File: config.mk
export PLATFORM = sky130hd
export DESIGN_NAME = fpro_mmio_master_flat
export DESIGN_NICKNAME = d
export VERILOG_FILES = /design/src/rtl/fpro_mstr_pkg.sv /design/src/rtl/fpro_mmio_master_if.sv /design/src/rtl/fpro_mmio_master.sv /design/src/flat_wrapper.sv
export SDC_FILE = /design/constraint.sdc
export NUM_CORES = 1
export LEC_CHECK = 0
export ABC_AREA = 0
export BUFFER_PORTS_ARGS = -buffer_cell sky130_fd_sc_hd__buf_2
export CORE_ASPECT_RATIO = 0.7
export CORE_MARGIN = 8
export CORE_UTILIZATION = 48
export CTS_CLUSTER_DIAMETER = 200
export DETAILED_ROUTE_END_ITERATION = 10
export PLACE_DENSITY = 0.92
export SLEW_MARGIN = 20
export SYNTH_ARGS = -nofsm -noshare
export SYNTH_HDL_FRONTEND = slang
export SYNTH_SLANG_ARGS = --single-unit
File: constraint.sdc
create_clock -name clk -period 2.1 [get_ports clk]
set_clock_uncertainty 0.1 [all_clocks]
set_input_delay 0.42 -clock clk [delete_from_list [all_inputs] [get_ports clk]]
set_output_delay 0.42 -clock clk [all_outputs]
set_load 0.05 [all_outputs]
File: src/rtl/fpro_mstr_pkg.sv
// Shared types and address-field constants for the FPro MMIO bus master.
package fpro_mstr_pkg;

  typedef enum logic [1:0] {IDLE, ACCESS, RESP} mstr_state_t;

  localparam int SLOT_LSB = 5;
  localparam int SLOT_W   = 6;

  function automatic logic [SLOT_W-1:0] slot_of(input logic [20:0] addr);
    return addr[SLOT_LSB +: SLOT_W];
  endfunction

endpackage

File: src/rtl/fpro_mmio_master_if.sv
// Request/response channels plus the MMIO strobe bus of fpro_mmio_master.
// master = the bus initiator (DUT) view, slave = requester plus MMIO subsystem view.
interface fpro_mmio_master_if #(
  parameter int ADDR_W = 21,
  parameter int DATA_W = 32,
  parameter int LEN_W  = 8
);
  logic              req_valid;
  logic              req_ready;
  logic              req_wr;
  logic [ADDR_W-1:0] req_addr;
  logic [DATA_W-1:0] req_wdata;
  logic [LEN_W-1:0]  req_len;

  logic              rsp_valid;
  logic              rsp_ready;
  logic [DATA_W-1:0] rsp_rdata;
  logic              rsp_last;

  logic              busy;

  logic              mmio_cs;
  logic              mmio_wr;
  logic              mmio_rd;
  logic [ADDR_W-1:0] mmio_addr;
  logic [DATA_W-1:0] mmio_wr_data;
  logic [DATA_W-1:0] mmio_rd_data;

  modport master (
    input  req_valid, req_wr, req_addr, req_wdata, req_len, rsp_ready, mmio_rd_data,
    output req_ready, rsp_valid, rsp_rdata, rsp_last, busy,
           mmio_cs, mmio_wr, mmio_rd, mmio_addr, mmio_wr_data
  );

  modport slave (
    output req_valid, req_wr, req_addr, req_wdata, req_len, rsp_ready, mmio_rd_data,
    input  req_ready, rsp_valid, rsp_rdata, rsp_last, busy,
           mmio_cs, mmio_wr, mmio_rd, mmio_addr, mmio_wr_data
  );

endinterface

File: src/rtl/fpro_mmio_master.sv
// FPro MMIO bus initiator: request/response handshakes in, one-cycle cs/wr/rd strobes out.
// FPRO_MSTR_BURST_EN enables auto-incrementing bursts of req_len+1 beats.
module fpro_mmio_master
  import fpro_mstr_pkg::*;
#(
  parameter int ADDR_W = 21,
  parameter int DATA_W = 32,
  parameter int LEN_W  = 8
) (
  input  logic                clk,
  input  logic                reset,
  fpro_mmio_master_if.master  bus
);

  mstr_state_t       state_q, state_d;
  logic              wr_q;
  logic [ADDR_W-1:0] addr_q;
  logic [DATA_W-1:0] wdata_q;
  logic [DATA_W-1:0] rdata_q;
  logic              last;
  logic              req_hs;

  assign req_hs = bus.req_valid && bus.req_ready;

`ifdef FPRO_MSTR_BURST_EN
  logic [LEN_W-1:0] cnt_q;
  logic             advance;

  assign last = (cnt_q == '0);
  // Move to the next beat: back-to-back on writes, after each response on reads.
  assign advance = !last && ((state_q == ACCESS && wr_q) ||
                             (state_q == RESP && bus.rsp_ready));

  always_ff @(posedge clk) begin
    if (reset) begin
      cnt_q <= '0;
    end else if (req_hs) begin
      cnt_q <= bus.req_len;
    end else if (advance) begin
      cnt_q <= cnt_q - LEN_W'(1);
    end
  end
`else
  assign last = 1'b1;
`endif

  always_ff @(posedge clk) begin
    if (reset) begin
      state_q <= IDLE;
    end else begin
      state_q <= state_d;
    end
  end

  always_comb begin
    state_d = state_q;
    case (state_q)
      IDLE:    if (req_hs) state_d = ACCESS;
      ACCESS:  if (!wr_q || last) state_d = RESP;
      RESP:    if (bus.rsp_ready) state_d = last ? IDLE : ACCESS;
      default: state_d = IDLE;
    endcase
  end

  always_comb begin
    bus.req_ready    = 1'b0;
    bus.rsp_valid    = 1'b0;
    bus.rsp_last     = 1'b0;
    bus.busy         = (state_q != IDLE);
    bus.mmio_cs      = 1'b0;
    bus.mmio_wr      = 1'b0;
    bus.mmio_rd      = 1'b0;
    bus.mmio_addr    = '0;
    bus.mmio_wr_data = '0;
    case (state_q)
      IDLE: bus.req_ready = !reset;
      ACCESS: begin
        bus.mmio_cs      = 1'b1;
        bus.mmio_wr      = wr_q;
        bus.mmio_rd      = !wr_q;
        bus.mmio_addr    = addr_q;
        bus.mmio_wr_data = wr_q ? wdata_q : '0;
      end
      RESP: begin
        bus.rsp_valid = 1'b1;
        bus.rsp_last  = last;
      end
      default: ;
    endcase
  end

  assign bus.rsp_rdata = rdata_q;

  always_ff @(posedge clk) begin
    if (reset) begin
      addr_q <= '0;
    end else if (req_hs) begin
      addr_q <= bus.req_addr;
`ifdef FPRO_MSTR_BURST_EN
    end else if (advance) begin
      addr_q <= addr_q + ADDR_W'(1);
`endif
    end
  end

  // rdata_q only changes in ACCESS, so it is stable for the whole RESP stall.
  always_ff @(posedge clk) begin
    if (reset) begin
      wr_q    <= 1'b0;
      wdata_q <= '0;
      rdata_q <= '0;
    end else begin
      if (req_hs) begin
        wr_q    <= bus.req_wr;
        wdata_q <= bus.req_wdata;
      end
      if (state_q == ACCESS) begin
        if (!wr_q) begin
          rdata_q <= bus.mmio_rd_data;
        end else if (last) begin
          rdata_q <= '0;
        end
      end
    end
  end

endmodule
File: src/flat_wrapper.sv
// flat-port wrapper written by rule: the top's interface ports become plain ports
module fpro_mmio_master_flat import fpro_mstr_pkg::*;
#(
  parameter int ADDR_W = 21,
  parameter int DATA_W = 32,
  parameter int LEN_W  = 8
)
  (clk, reset, bus_req_valid, bus_req_wr, bus_req_addr, bus_req_wdata, bus_req_len, bus_rsp_ready, bus_mmio_rd_data, bus_req_ready, bus_rsp_valid, bus_rsp_rdata, bus_rsp_last, bus_busy, bus_mmio_cs, bus_mmio_wr, bus_mmio_rd, bus_mmio_addr, bus_mmio_wr_data);
  fpro_mmio_master_if #(.ADDR_W(ADDR_W), .DATA_W(DATA_W), .LEN_W(LEN_W)) bus_i ();
  input  logic clk;
  input  logic reset;
  input wire logic [$bits(bus_i.req_valid)-1:0] bus_req_valid;
  input wire logic [$bits(bus_i.req_wr)-1:0] bus_req_wr;
  input wire logic [$bits(bus_i.req_addr)-1:0] bus_req_addr;
  input wire logic [$bits(bus_i.req_wdata)-1:0] bus_req_wdata;
  input wire logic [$bits(bus_i.req_len)-1:0] bus_req_len;
  input wire logic [$bits(bus_i.rsp_ready)-1:0] bus_rsp_ready;
  input wire logic [$bits(bus_i.mmio_rd_data)-1:0] bus_mmio_rd_data;
  output wire logic [$bits(bus_i.req_ready)-1:0] bus_req_ready;
  output wire logic [$bits(bus_i.rsp_valid)-1:0] bus_rsp_valid;
  output wire logic [$bits(bus_i.rsp_rdata)-1:0] bus_rsp_rdata;
  output wire logic [$bits(bus_i.rsp_last)-1:0] bus_rsp_last;
  output wire logic [$bits(bus_i.busy)-1:0] bus_busy;
  output wire logic [$bits(bus_i.mmio_cs)-1:0] bus_mmio_cs;
  output wire logic [$bits(bus_i.mmio_wr)-1:0] bus_mmio_wr;
  output wire logic [$bits(bus_i.mmio_rd)-1:0] bus_mmio_rd;
  output wire logic [$bits(bus_i.mmio_addr)-1:0] bus_mmio_addr;
  output wire logic [$bits(bus_i.mmio_wr_data)-1:0] bus_mmio_wr_data;
  assign bus_i.req_valid = bus_req_valid;
  assign bus_i.req_wr = bus_req_wr;
  assign bus_i.req_addr = bus_req_addr;
  assign bus_i.req_wdata = bus_req_wdata;
  assign bus_i.req_len = bus_req_len;
  assign bus_i.rsp_ready = bus_rsp_ready;
  assign bus_i.mmio_rd_data = bus_mmio_rd_data;
  assign bus_req_ready = bus_i.req_ready;
  assign bus_rsp_valid = bus_i.rsp_valid;
  assign bus_rsp_rdata = bus_i.rsp_rdata;
  assign bus_rsp_last = bus_i.rsp_last;
  assign bus_busy = bus_i.busy;
  assign bus_mmio_cs = bus_i.mmio_cs;
  assign bus_mmio_wr = bus_i.mmio_wr;
  assign bus_mmio_rd = bus_i.mmio_rd;
  assign bus_mmio_addr = bus_i.mmio_addr;
  assign bus_mmio_wr_data = bus_i.mmio_wr_data;
  fpro_mmio_master #(.ADDR_W(ADDR_W), .DATA_W(DATA_W), .LEN_W(LEN_W)) u_core (.clk(clk), .reset(reset), .bus(bus_i));
endmodule
Yosys cells after proc, flatten, opt, wreduce, memory -nomap -nowiden

Index checks and enable logic that the tools add are counted.

Equal/unequal tests: 4
Muxes and demuxes: 12
Reduce and logical (&&, ||, !) cells: 6

Operator list:

| operator           | count |
|---|---|
| $mux 32            | 3 |
| $mux 21            | 1 |
| $pmux 2 s3         | 1 |
| $mux 1             | 5 |
| $mux 2             | 2 |
| $eq 2x1->1 const B | 1 |
| $eq 2x2->1 const B | 1 |
| $logic_not 1->1    | 2 |
| $logic_not 2->1    | 1 |
| $ne 2x1->1 const B | 1 |
| $ne 2x2->1 const B | 1 |
| $reduce_and 2->1   | 1 |
| $reduce_bool 2->1  | 1 |
| $logic_and 1x1->1  | 1 |

Bits in registers: 88
Input bits: 98
Output and inout port bits: 92

Logic depth before layout (Yosys ltp)

Gate-level depths: netlist (run 1).

Depth in word-level cells: 5
Mapped depth: 7
Mapped depth without buffers: 4

Worst setup path after synthesis (run 1)

No wires, ideal clock.

Kind: flip-flop to output port
Start point: register u_core.state_q[1]
End point: output bus_req_ready
Arrival: 1.481 ns
Path slack: 0.099 ns
Cell stages (with the launch flop): 3
Path buffers: 0
Cell sequence: dfxtp_1 -> or2_2 -> nor2_1

Cells in the longest elaborated chain, start to end: 2

Ends and longest elaborated chain:

| element                | line                   | source |
|---|---|---|
| from (decl)            | fpro_mmio_master.sv:15 | `mstr_state_t state_q, state_d;` |
| from (signal assigned) | fpro_mmio_master.sv:51 | `state_q <= state_d;` |
| $logic_not 2->1        | fpro_mmio_master.sv:75 | `case (state_q)` |
| $mux 1                 | fpro_mmio_master.sv:75 |  |
| to (decl)              | flat_wrapper.sv:19     | `output wire logic [$bits(bus_i.req_ready)-1:0] bus_req_ready;` |

Every way passes these cells.

Worst setup path in the final report (run 1)

Start point: register u_core.state_q[1]
End point: output bus_mmio_wr_data[15]

Cells in the longest elaborated chain, start to end: 2

Ends and longest elaborated chain:

| element    | line                   | source |
|---|---|---|
| $eq 2x1->1 | fpro_mmio_master.sv:75 |  |
| $mux 32    | fpro_mmio_master.sv:75 |  |
| to (decl)  | flat_wrapper.sv:28     | `output wire logic [$bits(bus_i.mmio_wr_data)-1:0] bus_mmio_wr_data;` |

Every way passes these cells.

==> impl_metrics.csv, run 1 <==
group,metric,value,unit
power_and_ir_drop,ir_worst_vdd,0.453,mV
floorplan,die_h,88.7,um
finish,areaGrowthSynthToFinish,37.4,%
detailed_routing,antenna_left,0,
logic_synthesis,synth.ff_latch_count,88,
min_path,holdPathEnd,"u_core.wdata_q[0]$_SDFFE_PP0P_",
clocking,cts.htree.levels,3,
sta,timing_max_transition_violations_final,0,
power_and_ir_drop,leakage,0.00241,uW
floorplan,core.rowCount,26,
clocking,cts_root_buffer,"clkbuf_8",
clocking,cts_tree,"built",
floorplan,die_area,10600,um^2
placement,gp_congestion,0.732,
global_routing,overflow,0,
setup_path,cp_max_fo,17,
logic_synthesis,syn_area,3630,um^2
setup_path,rrSetupSlack,0.45,ns
sta,hold_viol,0,
logic_synthesis,synth_area_leader_cell,"dfxtp_1",
logic_synthesis,synth_edf_count,0,
logic_synthesis,synth_common_cells,"nand2_1, dfxtp_1, a21oi_1, and3_1, nand3b_1",
logic_synthesis,synth.distinct_cells,18,
logic_synthesis,ys_top_cells_by_area,"dfxtp_1, nand2_1, a21oi_1, nand3b_1, and3_1",
sta,fin_ws,0.0486,ns
global_routing,grt_start_max_net_pins,88,
clocking,cts_hold_buf,0,
logic_synthesis,synth.avg_cell_area,8.00,um^2
logic_synthesis,synth_flop_cell,"dfxtp_1",
logic_synthesis,synth_top_area_share,48.6,%
power_and_ir_drop,powerDensity,758,nW/um^2
global_routing,grt_usage,20.0,%
finish,insertedDiodeCount,0,
finish,fin_util,68.1,%
detailed_routing,firstDrtPassIters,6,
floorplan,die_w,120,um
finish,multiInputGateArea,1610,um^2
sta,slew_headroom,40.7,%
finish,drive_above_1_share,35.0,%
global_routing,antenna_found_initial,0,
setup_path,r2r-start,"u_core.state_q[1]$_SDFFE_PP0P_",
detailed_routing,viasPerCell,5.13,
sta,tightestPinTransition,0.890,ns
clocking,clockBufferDepth,2,
setup_path,start_kind,"register",
job,cap_violations,0,
placement,dp_worst_setup_slack,0.150,ns
detailed_routing,drt-wirelength-per-cell,15.9,um
logic_synthesis,synth_most_common_cell,"nand2_1",
global_routing,grt_pass1_vias,3582,
min_path,hp-class,"input port to register",
logic_synthesis,yosys_warnings,0,
floorplan,num_io_pins,190,
finish,seqCellArea,1770,um^2
setup_path,cp.required,1.58,ns
logic_synthesis,syn-num-nets,551,
min_path,holdPathStages,3,
setup_path,r2r_cells,4,
sta,setup_viol,0,
floorplan,initial_core_util,49.5,%
sta,whs,0.199,ns
floorplan,core_area,7320,um^2
setup_path,end_kind,"output pin",
setup_path,path_class,"register to output pin",
placement,io_buffers,181,
sta,fmax,487,MHz
clocking,cts_num_sinks,88,
clocking,clk_pin_slew,0.09,ns
clocking,worstSkewPairLatency,0.34,ns
logic_synthesis,syn_inst,453,
global_routing,grt_first_pass_wirelength,17.4,mm
clocking,numCtsBuffers,9,
detailed_routing,post-route-drc-count,0,
placement,dp_hpwl,7.47,mm
finish,fin_area,4980,um^2
sta,period_needed,2.05,ns
logic_synthesis,synthArstFlopShare,0,%
finish,fillers,591,
min_path,holdCritStartpoint,"bus_req_wdata[0]",
detailed_routing,vias,3707,
detailed_routing,totalWireLength,11.5,mm
sta,post-route-period-util,97.7,%
setup_path,r2r-end,"u_core.addr_q[4]$_SDFFE_PP0P_",
power_and_ir_drop,total_power,3780,uW
finish,layout.nets,718,
run_status,outcome,"finished, final reports clean",
setup_path,cp.arrival,1.53,ns
detailed_routing,drtIter0Drc,319,
placement,dpl_cell_area,4490,um^2
logic_synthesis,ys_seq_area_share,48.6,%
==> layout by cell type, fill, tap and decap left out <==
master / Yosys / final
or3b_2: 0 / 1
buf_2: 13 / 136
dfxtp_2: 0 / 1
clkinv_8: 0 / 1
or2_2: 1 / 1
and2b_1: 1 / 1
nand2_1: 140 / 140
inv_6: 1 / 3
nor3b_4: 1 / 1
dfxtp_1: 88 / 86
a21oi_1: 87 / 87
and3_1: 32 / 32
and2_1: 23 / 23
clkbuf_1: 19 / 2
inv_16: 0 / 1
nand2b_1: 2 / 1
buf_6: 8 / 3
dfxtp_4: 0 / 1
bufinv_16: 0 / 2
inv_8: 0 / 2
nor2_1: 2 / 2
buf_4: 1 / 48
nand3b_1: 32 / 32
clkbuf_4: 0 / 1
nand2b_4: 0 / 1
buf_12: 0 / 5
clkbuf_8: 0 / 10
clkinvlp_4: 0 / 1
==> area by class of cell <==
class / instances / area share (%)
clock buffers: 12 / 2.91
clock inverters: 4 / 1.53
inverters: 1 / 0.402
multi-input cells: 322 / 32.4
flip-flops and latches: 88 / 35.5
well taps: 98 / 2.46
repair buffers: 193 / 23.7
repair inverters: 5 / 1.13
==> cell families (layout without fill, tap and decap cells) <==
family          count (synthesis)  after routing  synth area share (%)
simple gates                  235            235                  32.3
flops                          88             88                  48.6
compound gates                 87             87                  12.0
buf+inv                        43            215                  7.11
==> power breakdown <==
part	internal, uW	switching [uW]	leakage, uW	total (uW)
registers	1770	49.2	0.000721	1810
logic	227	447	0.00158	674
clock network	709	579	0.000107	1290
==> critical path, cell delays in order, from the launching register on <==
cell and delay [ns]:
dfxtp_4 0.37, nand2b_4 0.18, buf_12 0.15, inv_8 0.10
and3_1 0.18, buf_4 0.20
==> through the flow <==
stage	cells	setup TNS, ns
after floorplan	453	0
after global placement	698	0
after detailed placement	698	0
after CTS	715	0
after global routing	723	-0.0348
final	723	0
==> what timing repair did <==
item                       CTS  global route
setup endpoints to repair   56            18
gates cloned                 1             4
setup buffers                0             4
pin swaps                    0             0
gates resized for setup     54            10
==> routing by layer <==
metal	wire [um]	track usage (%)	up-vias
met1	4670	21.6	1720
met2	5450	34.3	155
met5	0	0	-
li1	-	-	1813
met4	180	6.21	0
met3	1200	9.69	19
==> how the worst max path moves through the flow <==
stage                                      end  slack [ns]  cells past startpoint                           start
after floorplan                  bus_req_ready         0.1                      2  u_core.state_q[1]$_SDFFE_PP0P_
after global placement    bus_mmio_wr_data[11]        0.19                      4  u_core.state_q[1]$_SDFFE_PP0P_
after detailed placement  bus_mmio_wr_data[18]        0.15                      4  u_core.state_q[1]$_SDFFE_PP0P_
after CTS                  bus_mmio_wr_data[4]        0.03                      4  u_core.state_q[1]$_SDFFE_PP0P_
after global routing      bus_mmio_wr_data[15]      -0.006                      5  u_core.state_q[1]$_SDFFE_PP0P_
final                     bus_mmio_wr_data[15]        0.05                      5  u_core.state_q[1]$_SDFFE_PP0P_
==> state kept, by name (all words and copies together), names as in the netlist <==
name	flops
u_core.wdata_q	32
u_core.addr_q	21
u_core.wr_q	1
u_core.bus.rsp_rdata	32
u_core.state_q	2
Power figures use the tool's default switching activity.
==> run 2, diff against run 1 <==
RECOVER_POWER = 50   (was not set)
==> run 2 against run 1 <==
Compared with the run above: worst hold slack improved by 0.0016 ns; final cell count is the same; cell area unchanged; total power is essentially flat; worst setup slack is essentially flat; flip-flop and latch count stayed put; highest routed layer unchanged.
==> impl_metrics.csv, run 2 (synthesized netlist as in run 1, its figures left out) <==
group,metric,value,unit
detailed_routing,post-route-drc-count,0,
setup_path,max_stage_delay,0.37,ns
placement,io_buffers,181,
clocking,clockBufferDepth,2,
sta,post-route-period-util,97.7,%
floorplan,die_w,120,um
floorplan,initial_core_util,49.5,%
setup_path,path_class,"register to output pin",
power_and_ir_drop,powerDensity,758,nW/um^2
setup_path,worst-path-buf-inv,3,
finish,layout.nets,718,
detailed_routing,totalWireLength,11.5,mm
setup_path,crit_chain,"nand2b_4 -> buf_12 -> inv_8 -> and3_1 -> buf_4",
detailed_routing,antenna_left,0,
detailed_routing,drt-wirelength-per-cell,15.9,um
finish,fin_util,68.1,%
finish,final_common_cell,"nand2_1",
finish,insertedDiodeCount,0,
sta,fmax,487,MHz
setup_path,cp.required,1.58,ns
placement,gp_congestion,0.732,
sta,setup_viol,0,
clocking,numCtsBuffers,9,
floorplan,die_h,88.7,um
power_and_ir_drop,leakage,0.00241,uW
placement,dp_hpwl,7.47,mm
sta,period_needed,2.05,ns
setup_path,cp.arrival,1.53,ns
finish,layout_common_cells,"nand2_1, buf_2, a21oi_1",
detailed_routing,viasPerCell,5.10,
run_status,outcome,"finished, final reports clean",
global_routing,grt_usage,20.0,%
setup_path,end_kind,"output pin",
global_routing,grt_start_max_net_pins,88,
finish,drive_above_1_share,35.0,%
global_routing,antenna_found_initial,0,
job,cap_violations,0,
power_and_ir_drop,total_power,3780,uW
setup_path,path_delay_family,"buffers and inverters",
floorplan,num_io_pins,190,
floorplan,core_area,7320,um^2
min_path,hp-class,"input port to register",
setup_path,cp_max_fo,17,
detailed_routing,drtIter0Drc,322,
floorplan,die_area,10600,um^2
power_and_ir_drop,ir_worst_vdd,0.452,mV
global_routing,grt_pass1_vias,3582,
finish,areaGrowthSynthToFinish,37.4,%
clocking,cts_num_sinks,88,
clocking,cts_tree,"built",
sta,tightestPinTransition,0.879,ns
detailed_routing,vias,3690,
global_routing,overflow,0,
setup_path,crit_slowest_cell,"dfxtp_4",
sta,slew_headroom,41.4,%
clocking,clk_pin_slew,0.09,ns
global_routing,grt_first_pass_wirelength,17.4,mm
detailed_routing,firstDrtPassIters,4,
sta,hold_viol,0,
clocking,cts.htree.levels,3,
floorplan,core.rowCount,26,
setup_path,start_kind,"register",
clocking,cts_hold_buf,0,
sta,timing_max_transition_violations_final,0,
clocking,cts_root_buffer,"clkbuf_8",
clocking,worstSkewPairLatency,0.34,ns
==> run 2: cell count changes in the layout (fill, tap and decap cells not counted) <==
cell	change
and2_0	+1
and2_1	-1
==> run 2: worst register-to-register path, delay by kind of cell (launching register included) <==
family / cells / cell delay [ns]
buffers and inverters: 1 / 0.31
AND/OR/NAND/NOR: 2 / 0.64
flip-flops: 1 / 0.37
AO/OA/AOI/OAI: 1 / 0.08
==> run 2: worst paths after layout <==
path                                              start  cells past startpoint  slack (ns)                                     to
setup / recovery         u_core.state_q[1]$_SDFFE_PP0P_                      5        0.05                   bus_mmio_wr_data[15]
hold / removal                        bus_req_wdata[31]                      3        0.20        u_core.wdata_q[31]$_SDFFE_PP0P_
setup reg to reg         u_core.state_q[1]$_SDFFE_PP0P_                      4        0.45          u_core.addr_q[4]$_SDFFE_PP0P_
hold reg to reg   u_core.bus.rsp_rdata[30]$_SDFFE_PP0P_                      2        0.35  u_core.bus.rsp_rdata[30]$_SDFFE_PP0P_
==> run 2: final cells by class <==
type | instances | area (um^2)
Clock buffer | 12 | 145
Timing Repair Buffer | 193 | 1180
Tap cell | 98 | 123
Timing Repair inverter | 5 | 56.3
Multi-Input combinational cell | 322 | 1610
Clock inverter | 4 | 76.3
Inverter | 1 | 20.0
Sequential cell | 88 | 1770
Fill cell | 591 | 2340
==> run 2: power by group <==
| part | internal, uW | switching, uW |
|---|---|---|
| logic | 227 | 447 |
| registers | 1770 | 49.0 |
| clock network | 709 | 582 |
==> run 2: per-layer routing <==
layer	part of all wire, %	vias up	track usage, %
li1	-	1814	-
met2	48	155	34.3
met4	1.5	0	6.21
met5	0	-	0
met3	11	18	9.69
met1	40	1703	21.6
==> run 2: what timing repair did <==
action,4_1_cts,5_1_grt
resized for setup,54,10
setup endpoints to repair,56,18
buffers inserted,0,4
gates cloned,1,4
==> run 2: per-stage QoR <==
stage / cells / area [um^2] / hold slack, ns / TNS [ns] / worst slack [ns]
after floorplan: 453 / 3630 / 0.332 / 0 / 0.0989
after global placement: 698 / 4490 / 0.335 / 0 / 0.190
after detailed placement: 698 / 4490 / 0.342 / 0 / 0.150
after CTS: 715 / 4860 / 0.175 / 0 / 0.0256
after global routing: 723 / 4980 / 0.178 / -0.0348 / -0.00599
final: 723 / 4980 / 0.201 / 0 / 0.0482
==> run 3, diff against run 2 <==
ABC_AREA = not set   (was 0)
CTS_BUF_LIST = sky130_fd_sc_hd__clkbuf_16   (was not set)
==> run 3 against run 2 <==
Compared with the run above: non-clock buffer count shrank 4; register-to-register slack got worse by 0.05 ns; the run now ends with capacitance limit, slew limit left; worst hold slack better by 0.033 ns; sequential share of layout area increased by 0.46 points; core utilization fell by 0.97 points; highest routed layer unchanged; critical path depth shrank 1; flip-flop and latch count is the same; routed wire length is 2.8% lower; total power rose by 8.4%; first-iteration DRC count is 18% lower; critical endpoint is now bus_mmio_wr_data[23]; sequential power is essentially flat; maximum frequency up 1.4%; largest power group unchanged.
==> impl_metrics.csv, run 3 (synthesized netlist as in run 1, its figures left out) <==
group,metric,value,unit
sta,post-route-period-util,96.4,%
placement,dpl_cell_area,4490,um^2
clocking,worstSkewPairLatency,0.31,ns
power_and_ir_drop,switching_power,1090,uW
run_status,outcome,"complete, but fails checks",
finish,layout_common_cells,"nand2_1, buf_2, a21oi_1",
detailed_routing,antenna_left,0,
finish,final_common_cell,"nand2_1",
placement,dp_hpwl,7.47,mm
finish,insertedDiodeCount,0,
detailed_routing,drtIter0Drc,265,
clocking,postCtsSetupRepairBufs,0,
clocking,cts_num_sinks,88,
floorplan,die_area,10600,um^2
sta,setup_viol,0,
floorplan,num_io_pins,190,
finish,drive_above_1_share,28.7,%
run_status,violations,"capacitance limit, slew limit",
power_and_ir_drop,seq_power_share,44.4,%
clocking,clk_pin_slew,0.06,ns
finish,layout.nets,710,
floorplan,die_h,88.7,um
clocking,cts.htree.levels,3,
global_routing,antenna_found_initial,0,
setup_path,cp.required,1.58,ns
detailed_routing,vias,3641,
clocking,cts_hold_buf,0,
setup_path,path_class,"register to output pin",
detailed_routing,drt-wirelength-per-cell,15.6,um
floorplan,core.rowCount,26,
finish,areaGrowthSynthToFinish,35.5,%
finish,fillers,619,
power_and_ir_drop,total_power,4100,uW
clocking,cts_tree,"built",
global_routing,grt_pass1_vias,3580,
min_path,hp-class,"input port to register",
setup_path,start_kind,"register",
sta,timing_max_transition_violations_final,88,
global_routing,overflow,0,
detailed_routing,viasPerCell,5.09,
power_and_ir_drop,p_clk_share,40.1,%
floorplan,core_area,7320,um^2
detailed_routing,totalWireLength,11.2,mm
sta,slew_headroom,-16.0,%
detailed_routing,post-route-drc-count,0,
sta,fmax,494,MHz
floorplan,die_w,120,um
power_and_ir_drop,pwr-share-comb,15.5,%
clocking,numCtsBuffers,9,
global_routing,grt_start_max_net_pins,88,
sta,rsz0062_at_grt,"false",
power_and_ir_drop,ir_worst_vdd,0.555,mV
finish,fin_area,4910,um^2
sta,tns,0,ns
floorplan,initial_core_util,49.5,%
sta,period_needed,2.02,ns
sta,hold_viol,0,
sta,tightestPinTransition,1.74,ns
power_and_ir_drop,powerDensity,834,nW/um^2
detailed_routing,firstDrtPassIters,4,
job,cap_violations,1,
power_and_ir_drop,leakage,0.00226,uW
setup_path,end_kind,"output pin",
global_routing,grt_first_pass_wirelength,17.5,mm
clocking,cts_root_buffer,"clkbuf_16",
placement,io_buffers,181,
clocking,clockBufferDepth,2,
setup_path,cp_max_fo,34,
power_and_ir_drop,swShare,26.7,%
placement,gp_congestion,0.732,
power_and_ir_drop,intPower,3000,uW
setup_path,cp.arrival,1.50,ns
global_routing,grt_usage,19.9,%
[run 3: cell types whose count changed in the layout (fill, tap and decap cells not counted), moves of 2 or more]
cell       delta
inv_6         -2
clkbuf_16     +9
buf_6         -3
buf_12        -2
inv_1         +2
clkbuf_1     +31
clkbuf_8     -10
buf_2        -31
[run 3: stage by stage]
stage | setup WS [ns] | utilization [%] | std cells | hold WS, ns
detailed placement | 0.150 | 61.4 | 698 | 0.342
floorplan | 0.0989 | - | 453 | 0.332
finish | 0.0759 | 67.1 | 715 | 0.234
global route | 0.00502 | 67.1 | 715 | 0.222
global placement | 0.190 | 61.4 | 698 | 0.335
CTS | 0.000493 | 67.6 | 715 | 0.219
[run 3: power by group through the flow]
stage / combinational [uW] / clock [uW] / sequential (uW)
CTS: 638 / 1690 / 1820
finish: 634 / 1640 / 1820
global placement: 605 / 0 / 1840
detailed placement: 619 / 0 / 1850
floorplan: 349 / 0 / 1940
global route: 685 / 1770 / 1830
[run 3: worst paths after layout]
| kind | start | end | slack (ns) | cells after the start |
|---|---|---|---|---|
| setup / recovery | u_core.state_q[1]$_SDFFE_PP0P_ | bus_mmio_wr_data[23] | 0.08 | 4 |
| hold / removal | bus_req_wdata[31] | u_core.wdata_q[31]$_SDFFE_PP0P_ | 0.23 | 3 |
| setup reg to reg | u_core.state_q[1]$_SDFFE_PP0P_ | u_core.addr_q[4]$_SDFFE_PP0P_ | 0.40 | 4 |
| hold reg to reg | u_core.addr_q[16]$_SDFFE_PP0P_ | u_core.addr_q[16]$_SDFFE_PP0P_ | 0.35 | 2 |
[run 3: cell type report]
type	instances	area, um^2	share of cell area (%)
inverters	1	20.0	0.408
repair buffers	189	1070	21.7
flip-flops and latches	88	1760	35.9
well taps	98	123	2.50
clock buffers	9	225	4.58
multi-input cells	322	1610	32.9
clock inverters	7	87.6	1.78
repair inverters	1	11.3	0.229
[run 3: routing by layer]
metal	part of all wire [%]	wire (um)	vias up	global-route usage (%)
met3	11	1190	10	8.86
met2	49	5520	152	34.9
met1	39	4380	1678	21.8
met5	0	0	-	0
met4	0.97	109	0	5.42
li1	-	-	1801	-
[run 3: repair_timing]
action                                  4_1_cts  5_1_grt
endpoints found under the setup margin       56       54
cloned                                        1        0
resized for setup                            51        3
[run 3: worst max-delay path: stages (launching register included)]
cell and delay (ns):
dfxtp_2 0.35, nand2b_4 0.23, inv_8 0.22, and3_1 0.19, buf_4 0.20
